File: config.mk
export PLATFORM = sky130hd
export DESIGN_NAME = credit_tx
export DESIGN_NICKNAME = d
export VERILOG_FILES = /design/src/rtl/credit_tx.sv
export SDC_FILE = /design/constraint.sdc
export NUM_CORES = 1
export LEC_CHECK = 0
export CAP_MARGIN = 10
export CORE_UTILIZATION = 50
export DETAILED_ROUTE_END_ITERATION = 10
export PLACE_DENSITY_LB_ADDON = 0.12
export SETUP_SLACK_MARGIN = 0.4
export SYNTH_ARGS = -nofsm -noshare
export SYNTH_HDL_FRONTEND = slang
export SYNTH_SLANG_ARGS = --single-unit
export TNS_END_PERCENT = 1
File: constraint.sdc
create_clock -name clk -period 7 [get_ports clk]
set_clock_uncertainty 0.2 [all_clocks]
set_input_delay 1.75 -clock clk [delete_from_list [all_inputs] [get_ports clk]]
set_output_delay 1.75 -clock clk [all_outputs]
set_load 0.02 [all_outputs]
File: src/rtl/credit_tx.sv
// credit_tx: credit-based link transmitter. Buffers producer words in a small
// FIFO and issues each one downstream as a single-cycle valid pulse, only
// while a downstream credit is held.
`ifndef PATH_BITS
`define PATH_BITS 32
`endif

module credit_tx #(
  parameter int unsigned BITS    = `PATH_BITS,
  parameter int unsigned DEPTH   = 4,
  parameter int unsigned CREDITS = 1,
  parameter int unsigned CW      = 4
) (
  input  logic            clk,
  input  logic            rst,
  input  logic            wr_en,
  input  logic [BITS-1:0] wr_data,
  output logic            full,
  output logic            empty,
  output logic            valid_out,
  output logic [BITS-1:0] data_out,
  input  logic            credit_in,
  output logic [CW-1:0]   credits,
  output logic            err_overflow,
  output logic            err_credit
);

  localparam int unsigned AW   = $clog2(DEPTH);
  localparam int unsigned CNTW = AW + 1;

  logic [BITS-1:0] mem [DEPTH];
  logic [AW-1:0]   rd_ptr;
  logic [AW-1:0]   wr_ptr;
  logic [CNTW-1:0] count;
  logic [CNTW-1:0] count_next;
  logic [CW-1:0]   credits_next;
  logic            wr_acc;
  logic            send;
  logic            credit_sat;

  // Accept/send decisions and next occupancy/credit values from registered state
  always_comb begin
    wr_acc       = wr_en & ~full;
    send         = ~empty & (credits != '0);
    credit_sat   = credit_in & ~send & (credits == CW'(CREDITS));
    count_next   = count + CNTW'(wr_acc) - CNTW'(send);
    credits_next = credits;
    if (send && !credit_in) begin
      credits_next = credits - CW'(1);
    end else if (!send && credit_in && !credit_sat) begin
      credits_next = credits + CW'(1);
    end
  end

  // FIFO storage; contents need no reset since pointers/count gate every read
  always_ff @(posedge clk) begin
    if (wr_acc) begin
      mem[wr_ptr] <= wr_data;
    end
  end

  // Pointers, occupancy flags, credit counter, output and sticky error registers
  always_ff @(posedge clk) begin
    if (rst) begin
      rd_ptr       <= '0;
      wr_ptr       <= '0;
      count        <= '0;
      full         <= 1'b0;
      empty        <= 1'b1;
      credits      <= CW'(CREDITS);
      valid_out    <= 1'b0;
      data_out     <= '0;
      err_overflow <= 1'b0;
      err_credit   <= 1'b0;
    end else begin
      count   <= count_next;
      full    <= (count_next == CNTW'(DEPTH));
      empty   <= (count_next == '0);
      credits <= credits_next;
      if (wr_acc) begin
        wr_ptr <= wr_ptr + AW'(1);
      end
      valid_out <= send;
      if (send) begin
        data_out <= mem[rd_ptr];
        rd_ptr   <= rd_ptr + AW'(1);
      end
      if (wr_en && full) begin
        err_overflow <= 1'b1;
      end
      if (credit_sat) begin
        err_credit <= 1'b1;
      end
    end
  end

endmodule
=== Word level (Yosys, flattened, before mapping) ===
Memories as Yosys holds them, arrays and structs flattened. A register that Yosys moved wholly into a read port is not among the register bits.
Cells that the tools add are included.

* $add $sub $neg: 6
* Multipliers: 0
* Divide/modulo/power cells: 0
* $lt $le $gt $ge: 0
* Equal/unequal tests: 2
* Shift operators: 0
* Multiplexer cells: 4
* Bitwise gates (word level): 7
* Reduce and logical (&&, ||, !) cells: 10

{| class="wikitable"
|+ Operator list
! kind !! count
|-
| 4-bit 2-to-1 mux || 2
|-
| 2-bit by 1-bit adder with 2-bit output, second input constant || 2
|-
| 4-bit by 1-bit adder with 4-bit output, second input constant || 1
|-
| 1-bit bitwise AND || 4
|-
| 4-bit by 1-bit equality test with 1-bit output, second input constant || 1
|-
| 1-bit logical AND || 4
|-
| 4-bit nonzero test || 1
|-
| 4-bit by 1-bit subtractor with 4-bit output, second input constant || 1
|-
| 3-bit by 1-bit adder with 3-bit output || 1
|-
| 3-bit equality test, second input constant || 1
|-
| 1-bit zero test || 3
|-
| 3-bit zero test || 1
|-
| 1-bit inverter || 3
|-
| 3-bit by 1-bit subtractor with 3-bit output || 1
|-
| 1-bit 2-to-1 mux || 2
|-
| 2-bit nonzero test || 1
|}

* Register bits: 16
* Latch bits: 0
* Bits in writable memories: 128
* ROM bits: 0
* Output and inout port bits: 41
* Memories kept: 1

{| class="wikitable"
|+ Memory list
! name !! depth !! bits a word !! read ports !! clocked after Yosys merged registers in !! write ports !! line !! source
|-
| mem || 4 || 32 || 1 || 1 || 1 || 31 || <nowiki>logic [BITS-1:0] mem [DEPTH];</nowiki>
|}

=== Logic depth before layout (Yosys ltp) ===
* Depth in word-level cells: 9
* Gate-level depth with buffers: 15
* Depth with buffers taken out: 14

=== Least setup slack after synthesis ===
Ideal clock, no wire load.

* Path type: input port to flip-flop
* From: input wr_en
* To: register empty
* Library setup time: 0.070 ns
* Data arrival time: 3.465 ns
* Data required time: 6.730 ns
* Slack: 3.265 ns
* Stages on the path: 12
* Path through: nor2b_1 clkbuf_1 inv_1 ha_1 inv_1 ha_1 inv_1 fa_1 xor2_1 xnor2_1 nor2_1 a21oi_1

* Longest elaborated chain between the ends: 4

{| class="wikitable"
|+ RTL lines
! item !! line !! source
|-
| start, declared || 16 || <nowiki>input logic wr_en,</nowiki>
|-
| 1-bit bitwise AND || 43 || <nowiki>wr_acc = wr_en & ~full;</nowiki>
|-
| 3-bit by 1-bit adder with 3-bit output || 46 || <nowiki>count_next = count + CNTW'(wr_acc) - CNTW'(send);</nowiki>
|-
| 3-bit by 1-bit subtractor with 3-bit output || 46 ||
|-
| 3-bit zero test || 78 || <nowiki>empty <= (count_next == '0);</nowiki>
|-
| end signal, assigned || 78 ||
|-
| end, declared || 19 || <nowiki>output logic empty,</nowiki>
|}

No other way between the ends.
A chain may end at the register's enable or synchronous reset.

=== Worst setup path after layout ===
Ends and elaborated chain as after synthesis.

==> out/metrics.csv <==
metric;value;unit
status;finished, final reports clean;
final-max-slew-violation-count;0;
comb_power_share;28.4;%
swShare;30.1;%
p_switching;0.000983;W
cts_tree;built;
reg2reg_setup_slack;3.32;ns
yosys.cell_types.count;37;
crit_family;adder cells;
hold_path.class;reg2reg;
use_met2;33.1;%
r2r_start;credits[1];
r2r_end;empty;
rows;41;
post-route-period-util;58.1;%
antenna_found_initial;0;
io_pins;77;
wl;11700;um
drv_cap;0;
critPathSlowestCell;clkdlybuf4s50_1;
hold_depth;2;
synth_edf_count;128;
cp_max_fo;8;
drc;0;
startpoint_type;primary input;
num_vias;3467;
multiInputGateArea;1640;um2
coreArea;12700;um2
grt_util_met3;4.22;%
clockBufferDepth;2;
start_util;51.8;%
hpwlAfterDp;6850;um
clk_pin_slew_worst_paths;0.06;ns
first_pass_iters;4;
placed_area;7460;um2
routedWlPerCell;17.6;um
slew_headroom;37.4;%
insertion_delay;0.42;ns
hold_end;data_out[12];
synth_area;6590;um2
die_w;117;um
n_fill_cell;977;
nNetsFinal;526;
busiest_layer;met2;
track_usage;19.0;%
design_area;8020;um2
grt_pass1_vias;3504;
drive_gt1_share;14.4;%
setup-violations-final;0;
grt_max_degree;50;
register_area;4810;um2
crit_type;in2reg;
ys_ff_latch;176;
syn_avg_cell_area;16.3;um2
grt_pass1_wl;18500;um
fin_crit;4.07;ns
tightest_slew;0.939;ns
grt_overflow_total;0;
clock_tree.htree_level_count;4;
post_cts_buffers;0;
crit_top_cell;inv_1;
hold_start;data_out[12];
drtIter0Drc;228;
max_freq;246;MHz
area_growth;21.7;%
n_antenna_cell;0;
syn-instance-count;404;
arrival;4.21;ns
portBuffers;76;
clockPowerShare;27.2;%
crit_buf_inv;4;
seq_area_frac_synth;72.9;%
rsz0062_at_grt;false;
root_buffer;clkbuf_16;
cts.repair.resized;0;
peakVddDrop;0.223;mV
async_flop_share;0;%
reg2reg_depth;14;
p_int;0.00228;W
syn_nets;450;
power_density;407;nW/um2
gp_congestion;0.767;
critPathCaptureType;flip-flop;
die-area;13600;um2
avgViaCountPerCell;5.21;
die_h;117;um
max_stage_delay;0.48;ns
ys_warn_count;0;
hold_violations;0;
clock_sinks;176;
ctsHoldBuffers;0;
p_seq_share;44.3;%
fin_tns_setup;0;ns
cts_buffers;17;
synthFlopType;edfxtp_1;
worstPathCellList;clkdlybuf4s50_1, nor2b_1, inv_1, ha_1, inv_1, ha_1, inv_1, fa_1, xor2_1, xnor2_1, nor2_1, a21oi_1;
p_leak;2.69;nW
globalRouteMet1Util;23.3;%
required;7.15;ns
ant_nets;0;
[registers in the layout, indices dropped and copies added, names as in the netlist, 2 cells and up]
| register | flops |
|---|---|
| count | 3 |
| credits | 4 |
| data_out | 32 |
| mem | 128 |
| rd_ptr | 2 |
| wr_ptr | 2 |
[worst max path at each step]
stage	endpoint	startpoint	slack, ns	depth (start not counted)
2_1_floorplan	empty	wr_en	3.27	12
5_1_grt	empty	wr_en	2.73	12
3_5_place_dp	empty	wr_en	2.48	12
6_report	empty	wr_en	2.93	12
4_1_cts	empty	wr_en	2.92	12
3_3_place_gp	empty	wr_en	2.59	12
[cells in the final DEF (no fill, tap or decap), types with 2 or more instances in the layout]
cell and n:
inv_1 9, a21oi_1 36, o21ai_0 3, xor2_1 3
mux2_1 2, nor2_1 14, clkinv_2 5, dfxtp_1 46
nor2b_1 5, a22oi_1 2, nand3_1 3, clkinv_1 4
clkdlybuf4s50_1 75, edfxtp_1 128, bufinv_16 2, nor3_1 3
nand2_1 64, mux4_2 32, clkinvlp_4 3, clkbuf_16 17
and2_2 4, xnor2_1 3, dfxtp_2 2, ha_1 9
[stage by stage]
stage	hold slack [ns]	worst slack, ns	std cells	utilization, %	total power, W
after global placement	0.241	2.59	633	58.6	0.00239
after global routing	0.274	2.73	665	63.1	0.00344
after floorplan	0.333	3.27	404	-	0.00208
after CTS	0.254	2.92	665	63.1	0.00331
after detailed placement	0.246	2.48	633	58.6	0.00241
final	0.252	2.93	665	63.1	0.00326
[power groups by stage]
stage	combinational (W)	clock [W]	sequential (W)
2_1_floorplan	0.000570	0	0.00151
3_3_place_gp	0.000926	0	0.00146
3_5_place_dp	0.000942	0	0.00147
4_1_cts	0.000948	0.000908	0.00145
5_1_grt	0.00101	0.000949	0.00148
6_report	0.000928	0.000889	0.00145
[final cells by class]
| class | count | area share [%] |
|---|---|---|
| clock buffer | 18 | 5.47 |
| clock inverter | 14 | 1.53 |
| inverter | 10 | 0.468 |
| multi-input combinational | 198 | 20.4 |
| sequential | 176 | 59.9 |
| tap | 172 | 2.68 |
| timing repair buffer | 77 | 9.51 |
[metal layers]
metal	part of all wire (%)	up-vias
met5	0	-
li1	-	1654
met1	43	1733
met3	3.5	16
met2	52	64
met4	1.7	0
[cell usage after synthesis (2+ instances only)]
cell type | count | share of area [%]
edfxtp_1 | 128 | 58
nand2_1 | 64 | 3.6
dfxtp_1 | 48 | 15
a21oi_1 | 36 | 2.7
mux4_2 | 32 | 11
nor2_1 | 14 | 0.80
ha_1 | 9 | 1.7
inv_1 | 9 | 0.51
buf_2 | 6 | 0.46
clkbuf_1 | 6 | 0.34
and2_1 | 5 | 0.47
buf_4 | 5 | 0.57
nor2b_1 | 5 | 0.47
nand3_1 | 3 | 0.23
nor3_1 | 3 | 0.23
o21ai_0 | 3 | 0.23
xnor2_1 | 3 | 0.40
xor2_1 | 3 | 0.40
a22oi_1 | 2 | 0.23
buf_6 | 2 | 0.34
mux2_1 | 2 | 0.34
[tightest hold or removal path: stages, from the launching register on]
cell and delay, ns:
dfxtp_1 0.30, nand2_1 0.05, a21oi_1 0.05
[logic make-up after synthesis]
| kind of cell | Yosys count | share of synthesized area (%) |
|---|---|---|
| flops | 176 | 72.9 |
| compound gates | 46 | 3.74 |
| xor+xnor | 6 | 0.798 |
| fa+ha+maj | 10 | 2.01 |
| simple gates | 102 | 6.93 |
| mux | 34 | 11.3 |
| buf+inv | 30 | 2.34 |
(Power assumes the default switching activity.)
